[src/rtl/div_pkg.sv]
// rtl/div_pkg.sv - shared state encoding and latency helper for the iterative divider
package div_pkg;

  typedef enum logic [1:0] {
    IDLE,
    PREP,
    ITER,
    FIX
  } state_t;

  // Cycles from the accepting edge to the done cycle on the normal path.
  function automatic int div_latency(input int width, input int k);
    return width / k + 2;
  endfunction

endpackage

[src/rtl/div_step.sv]
// rtl/div_step.sv - one combinational restoring-division step
module div_step #(
  parameter int WIDTH = 32
) (
  input  logic [WIDTH:0]   rem_in,
  input  logic [WIDTH-1:0] quo_in,
  input  logic [WIDTH:0]   divisor,
  output logic [WIDTH:0]   rem_out,
  output logic [WIDTH-1:0] quo_out
);

  logic [WIDTH+1:0] shifted;
  logic             q_bit;

  // The dividend's next bit comes off the top of the quotient register as the
  // quotient bit enters at the bottom.
  always_comb begin
    shifted = {rem_in, quo_in[WIDTH-1]};
    q_bit   = (shifted >= {1'b0, divisor});
    rem_out = q_bit ? (shifted[WIDTH:0] - divisor) : shifted[WIDTH:0];
    quo_out = {quo_in[WIDTH-2:0], q_bit};
  end

endmodule

[src/rtl/div_iter.sv]
// rtl/div_iter.sv - iterative signed/unsigned restoring divider with start/busy/done
module div_iter
  import div_pkg::*;
#(
  parameter int WIDTH = 32,
  parameter int K     = 1
) (
  input  logic             clk,
  input  logic             reset,
  input  logic             start,
  input  logic             is_signed,
  input  logic [WIDTH-1:0] a,
  input  logic [WIDTH-1:0] b,
  output logic             busy,
  output logic             done,
  output logic [WIDTH-1:0] high,
  output logic [WIDTH-1:0] low,
  output logic             div_zero,
  output logic             overflow
);

  localparam int STEPS = WIDTH / K;
  localparam int CW    = $clog2(STEPS) + 1;

  state_t state_q, state_d;

  logic [WIDTH-1:0] a_q, b_q;
  logic             signed_q;
  logic [WIDTH:0]   rem_q, dvs_q;
  logic [WIDTH-1:0] quo_q;
  logic [CW-1:0]    cnt_q;
  logic             sign_q, sign_r;

  logic             neg_a, neg_b;
  logic [WIDTH-1:0] abs_a;
  logic [WIDTH:0]   abs_b;
  logic             b_zero, ovf_case, last_iter;

  logic [WIDTH:0]   chain_rem [0:K];
  logic [WIDTH-1:0] chain_quo [0:K];

  always_comb begin
    neg_a     = signed_q & a_q[WIDTH-1];
    neg_b     = signed_q & b_q[WIDTH-1];
    // |MIN_INT| read as unsigned is exactly 2^(WIDTH-1), so WIDTH bits suffice here.
    abs_a     = neg_a ? (~a_q + 1'b1) : a_q;
    abs_b     = neg_b ? -{b_q[WIDTH-1], b_q} : {1'b0, b_q};
    b_zero    = (b_q == '0);
    ovf_case  = signed_q && (a_q == {1'b1, {(WIDTH-1){1'b0}}}) && (b_q == '1);
    last_iter = (cnt_q == CW'(STEPS - 1));
  end

  assign chain_rem[0] = rem_q;
  assign chain_quo[0] = quo_q;

  for (genvar k = 0; k < K; k++) begin : g_step
    div_step #(.WIDTH(WIDTH)) u_step (
      .rem_in  (chain_rem[k]),
      .quo_in  (chain_quo[k]),
      .divisor (dvs_q),
      .rem_out (chain_rem[k+1]),
      .quo_out (chain_quo[k+1])
    );
  end

  always_ff @(posedge clk or negedge reset) begin
    if (!reset) state_q <= IDLE;
    else        state_q <= state_d;
  end

  always_comb begin
    state_d = state_q;
    unique case (state_q)
      IDLE: if (start) state_d = PREP;
      PREP: state_d = (b_zero || ovf_case) ? FIX : ITER;
      ITER: if (last_iter) state_d = FIX;
      FIX:  state_d = IDLE;
      default: state_d = IDLE;
    endcase
  end

  always_comb begin
    busy = (state_q != IDLE);
    done = (state_q == FIX);
  end

  // Results are registered on the edge entering FIX so they are valid alongside done.
  always_ff @(posedge clk or negedge reset) begin
    if (!reset) begin
      a_q      <= '0;
      b_q      <= '0;
      signed_q <= 1'b0;
      rem_q    <= '0;
      quo_q    <= '0;
      dvs_q    <= '0;
      cnt_q    <= '0;
      sign_q   <= 1'b0;
      sign_r   <= 1'b0;
      high     <= '0;
      low      <= '0;
      div_zero <= 1'b0;
      overflow <= 1'b0;
    end else begin
      unique case (state_q)
        IDLE: begin
          if (start) begin
            a_q      <= a;
            b_q      <= b;
            signed_q <= is_signed;
          end
        end
        PREP: begin
          rem_q  <= '0;
          quo_q  <= abs_a;
          dvs_q  <= abs_b;
          cnt_q  <= '0;
          sign_q <= neg_a ^ neg_b;
          sign_r <= neg_a;
          if (b_zero) begin
            low      <= '1;
            high     <= a_q;
            div_zero <= 1'b1;
            overflow <= 1'b0;
          end else if (ovf_case) begin
            low      <= a_q;
            high     <= '0;
            div_zero <= 1'b0;
            overflow <= 1'b1;
          end
        end
        ITER: begin
          rem_q <= chain_rem[K];
          quo_q <= chain_quo[K];
          cnt_q <= cnt_q + 1'b1;
          if (last_iter) begin
            low      <= sign_q ? -chain_quo[K] : chain_quo[K];
            high     <= sign_r ? -chain_rem[K][WIDTH-1:0] : chain_rem[K][WIDTH-1:0];
            div_zero <= 1'b0;
            overflow <= 1'b0;
          end
        end
        default: ;
      endcase
    end
  end

endmodule
[config.mk]
export PLATFORM = sky130hd
export DESIGN_NAME = div_iter
export DESIGN_NICKNAME = d
export VERILOG_FILES = /design/src/rtl/div_pkg.sv /design/src/rtl/div_step.sv /design/src/rtl/div_iter.sv
export SDC_FILE = /design/constraint.sdc
export NUM_CORES = 1
export LEC_CHECK = 0
export BUFFER_PORTS_ARGS = -buffer_cell sky130_fd_sc_hd__clkbuf_2
export CAP_MARGIN = 20
export CELL_PAD_IN_SITES_DETAIL_PLACEMENT = 1
export CELL_PAD_IN_SITES_GLOBAL_PLACEMENT = 2
export CORE_ASPECT_RATIO = 0.8
export CORE_MARGIN = 2
export CORE_UTILIZATION = 38
export CTS_CLUSTER_DIAMETER = 30
export DETAILED_ROUTE_END_ITERATION = 12
export GPL_ROUTABILITY_DRIVEN = 0
export PLACE_DENSITY = 0.89
export SYNTH_ARGS = -nofsm -noshare
export SYNTH_HDL_FRONTEND = slang
export SYNTH_HIERARCHICAL = 1
export SYNTH_SLANG_ARGS = --single-unit
[constraint.sdc]
create_clock -name clk -period 7.2 [get_ports clk]
set_clock_uncertainty 0.15 [all_clocks]
set_input_delay 1.44 -clock clk [delete_from_list [all_inputs] [get_ports clk]]
set_output_delay 1.44 -clock clk [all_outputs]
set_load 0.01 [all_outputs]
### After elaboration in Yosys (flattened, before gate mapping)

Cells that the tools add are included.

| storage, ports and cells | value |
|---|---|
| bits in registers | 239 |
| input bits | 68 |
| output and inout bits | 68 |
| logic and storage cells | 71 |

| operators by class | value |
|---|---|
| add/sub/neg operators | 6 |
| magnitude comparators | 1 |
| eq/ne operators | 9 |
| muxes and demuxes | 27 |
| bitwise operators | 4 |
| reduce and logical (&&, ||, !) cells | 10 |

Operator list:

| cell | count |
|---|---|
| $mux W32 | 9 |
| $pmux W32 S2 | 3 |
| $mux W33 | 2 |
| $pmux W33 S2 | 1 |
| $eq A32 B32 Y1 const B | 2 |
| $neg A32 Y32 | 2 |
| $ge A34 B33 Y1 | 1 |
| $neg A33 Y33 | 1 |
| $sub A33 B33 Y33 | 1 |
| $add A32 B1 Y32 const B | 1 |
| $logic_not A32 Y1 | 1 |
| $not A32 Y32 | 1 |
| $pmux W6 S2 | 1 |
| $pmux W2 S4 | 1 |
| $add A6 B1 Y6 const B | 1 |
| $eq A6 B5 Y1 const B | 1 |
| $mux W1 | 6 |
| $eq A2 B2 Y1 const B | 2 |
| $mux W2 | 2 |
| $ne A2 B2 Y1 const B | 2 |
| $pmux W1 S2 | 2 |
| $reduce_and A2 Y1 | 2 |
| $reduce_bool A2 Y1 | 2 |
| $ne A3 B3 Y1 const B | 1 |
| other kinds (7) | 9 |

### Depth between registers and ports, before layout

| depth | value |
|---|---|
| depth in word-level cells | 6 |
| gate-level depth with buffers | 22 |
| mapped depth without buffers | 20 |

### By module

Netlist, hierarchy kept.

By module, submodules not included:

| module | instances | cells an instance | area each (um2) | sequential area each (um2) |
|---|---|---|---|---|
| div_iter | 1 | 1309 | 13061.3 | 5980.7 |
| div_step | 1 | 398 | 2628.8 | 0.0 |

### Worst setup path after synthesis

No wires, ideal clock.

| path | value |
|---|---|
| kind | register to register |
| start | reg quo_q[31] |
| end | reg high[20] |
| setup time | 0.125 ns |
| arrival time | 4.713 ns |
| required time | 6.925 ns |
| slack | 2.212 ns |
| cell stages (with the launch flop) | 20 |
| path buffers | 2 |
| clock period less this slack | 4.988 ns |
| cell sequence | dfrtp_1 > inv_1 > ha_1 > inv_1 > fa_1 > a21o_1 > a221oi_2 > o21ai_2 > a21boi_2 > o31ai_2 > a21oi_2 > clkbuf_2 > o21ai_1 > or3_1 > clkbuf_1 > nor4_1 > a41oi_1 > xor2_1 > a22o_1 > mux2_4 |

RTL lines:

| what | RTL line | text |
|---|---|---|
| start, declared | div_iter.sv:30 | `logic [WIDTH-1:0] quo_q;` |
| start signal, assigned | div_iter.sv:114 | `quo_q <= abs_a;` |
| start signal, assigned | div_iter.sv:133 | `quo_q <= chain_quo[K];` |
| end signal, assigned | div_iter.sv:121 | `high <= a_q;` |
| end signal, assigned | div_iter.sv:137 | `high <= sign_r ? -chain_rem[K][WIDTH-1:0] : chain_rem[K][WIDTH-1:0];` |
| end, declared | div_iter.sv:16 | `output logic [WIDTH-1:0] high,` |

==> flow_summary.yaml <==
status:
  status: "finished clean"
global_route:
  grt_use_total_pct: 24.57
  grt-ovfl-total: 0
  grt_max_degree: 150
  grt_pass1_vias: 14210
  antenna_found_initial: 1
  grt_first_pass_wirelength_mm: 82.41
route:
  avgRoutedWirePerCell_um: 21.56
  routed_wl_mm: 51.32
  drt_iter0_drc: 863
  via_count: 13500
  ant_nets: 0
  via_per_inst: 5.672
  drc_errors: 0
  drt-pass1-iter-count: 6
placed_design:
  dpl_cell_area_um2: 16500
  detailedPlacementHpwl_mm: 36.47
  port_buffers: 135
clock_network:
  cts_tree: "yes"
  htreeDepth: 3
  cts_buffer_depth: 3
  cts_root_buffer: "clkbuf_16"
  clk_pin_slew_ns: 0.05
  cts.sinks: 239
  cts_resized: 0
  cts_setup_buffers: 0
  postCtsHoldBufs: 0
  clock_latency_ns: 0.59
  numCtsBuffers: 66
cells_and_area:
  drive_above_1_share_pct: 22.78
  fillCellCount: 4620
  multi_input_area_um2: 8579
  fin_area_um2: 18730
  area_growth_syn_to_layout_pct: 19.35
  final_nets: 1901
  utilization_pct: 46.00
  regArea_um2: 5981
timing:
  slew_violations: 0
  period_needed_ns: 6.221
  worst_pin_slew_ns: 1.099
  fin_crit_sh_pct: 86.41
  hold_viol: 0
  rsz0062_at_grt: "false"
  clock.fmax_mhz: 160.7
  slew_headroom_pct: 26.75
  tns_ns: 0
  setup_viol: 0
critical_path:
  cp_max_fo: 39
  cp-end-kind: "flip-flop"
  critical_path_class: "reg2reg"
  required_ns: 7.50
  cp.arrival_ns: 6.53
  cp-start-kind: "flip-flop"
yosys:
  synth_edf_count: 0
  syn_nets: 1820
  syn_area_per_cell_um2: 9.192
  synth_cell_type_count: 76
  ys_seq_elements: 239
  synth_warnings: 6
  ys_seq_area_share_pct: 38.12
  synthFlopType: "dfrtp_1"
  synth_area_um2: 15690
  synthArstFlopShare_pct: 100.0
  syn_inst: 1707
floorplan:
  ios: 136
  initial_core_util_pct: 38.54
  fp.dieW_um: 231.2
  die_y_um: 185.7
  design.core.area_um2: 40710
  rows: 66
  die-area_um2: 42940
flow_run:
  drv_cap: 0
worst_hold_path:
  min_path_type: "reg2reg"
power:
  power.density_nw_per_um2: 514.7
  irDropWorstVdd_mv: 0.3732
  p_leak_nw: 8.283
==> cell usage in the layout, fill, tap and decap left out, types with 7 or more instances in the layout <==
cell type,Yosys,layout
inv_1,119,119
buf_4,33,14
a21oi_1,110,110
mux2_1,9,9
mux2_4,41,41
a22o_1,13,13
nand4_1,17,17
mux2i_1,7,7
clkbuf_16,0,67
o31ai_1,27,27
ha_1,44,41
o21ai_0,114,114
clkbuf_8,0,16
o21ai_1,31,31
clkinv_2,0,7
nor2b_1,10,10
nor4_1,27,25
o41ai_1,19,19
nor2_1,96,96
nand2_1,123,122
or3_1,16,16
a31oi_1,20,20
xnor2_1,67,67
nor3_1,41,41
o22ai_1,20,20
clkbuf_1,75,10
xor2_1,76,76
or4_1,14,14
dfrtp_1,239,239
and3_1,7,7
clkbuf_2,3,134
a21o_1,14,14
nand3_1,60,60
nand2b_1,10,10
mux2_2,91,91
==> sequential cells by signal, indices dropped and copies added, names as in the netlist, 6 cells and up <==
signal and cells:
b_q 32, low 32, high 32, rem_q 33, a_q 32, cnt_q 6, quo_q 32, dvs_q 33
==> final timing paths <==
check                                       from                    to  slack (ns)  depth (start not counted)
setup reg to reg           quo_q[31]$_DFFE_PN0P_   low[24]$_DFFE_PN0P_        0.98                         20
min in group asynchronous                  reset   b_q[10]$_DFFE_PN0P_        0.72                          1
setup / recovery           quo_q[31]$_DFFE_PN0P_   low[24]$_DFFE_PN0P_        0.98                         20
hold / removal              high[10]$_DFFE_PN0P_  high[10]$_DFFE_PN0P_        0.34                          1
max in group asynchronous                  reset   a_q[29]$_DFFE_PN0P_        4.71                          2
hold reg to reg             high[10]$_DFFE_PN0P_  high[10]$_DFFE_PN0P_        0.34                          1
==> layout make-up <==
type                            count  share of cell area [%]
Timing Repair Buffer              151                   4.370
Tap cell                          544                   3.635
Inverter                          119                   2.385
Clock inverter                     22                   1.510
Antenna cell                        1                 0.01336
Clock buffer                       93                   10.33
Multi-Input combinational cell   1211                   45.82
Sequential cell                   239                   31.94
==> where the power goes <==
group          internal (mW)  switching, mW
clock                   2.03          0.880
sequential              1.89          0.793
combinational           1.71           2.33
==> routing by layer <==
metal  wire length, um  share of wire, %  up-vias  global-route usage, %
met5                 0                 0        -                      0
met4              1442               2.8        0                  9.110
met3              3811               7.4       95                  6.112
met2             22190                43      403                  36.54
met1             23870                47     6775                  34.43
li1                  -                 -     6227                      -
==> stage by stage <==
step           total power [mW]  instances  hold slack, ns  setup WS, ns
2_1_floorplan             5.522       1707          0.3143         2.212
3_3_place_gp              6.505       2263          0.3276         1.348
3_5_place_dp              6.680       2263          0.3328         1.074
4_1_cts                   9.669       2378          0.3443         1.059
5_1_grt                   10.27       2379          0.3654        0.4220
6_report                  9.638       2380          0.3383        0.9785
==> logic make-up after synthesis <==
family / after synthesis / synth area share [%]
and+or+nand+nor: 441 / 13.61
AOI/OAI and AO/OA: 434 / 17.53
buffers and inverters: 257 / 7.576
DFF: 239 / 38.12
muxes: 148 / 11.55
xor gates and xnor gates: 143 / 7.982
adders and majority gates: 45 / 3.636
==> worst max-delay path, stage by stage, from the launching register on <==
cell      delay (ns)
dfrtp_1         0.39
inv_1           0.07
ha_1            0.15
inv_1           0.05
fa_1            0.39
a21o_1          0.23
a221oi_2        0.44
o21ai_2         0.13
a21boi_2        0.31
o31ai_2         0.18
a21oi_4         0.82
buf_4           0.44
inv_1           0.16
inv_1           0.10
ha_1            0.19
nor4b_1         0.27
nand4_1         0.51
o41ai_1         0.50
xor2_1          0.20
a21oi_1         0.10
mux2_4          0.31
==> synth_stat cells, types with 17 or more instances <==
library cell	count	area (um2)
mux2_2	91	1025
o31ai_1	27	202.7
nor2_1	96	360.4
o21ai_1	31	155.2
ha_1	44	550.5
a21oi_1	110	550.5
o21ai_0	114	570.6
o22ai_1	20	125.1
a31oi_1	20	125.1
clkbuf_1	75	281.5
mux2_4	41	615.6
nor3_1	41	205.2
nor4_1	27	168.9
nand2_1	123	461.7
xor2_1	76	665.6
o41ai_1	19	166.4
dfrtp_1	239	5981
buf_4	33	247.7
xnor2_1	67	586.8
inv_1	119	446.7
nand3_1	60	300.3
nand4_1	17	106.4
No activity file was read; power rests on OpenSTA's default activity.
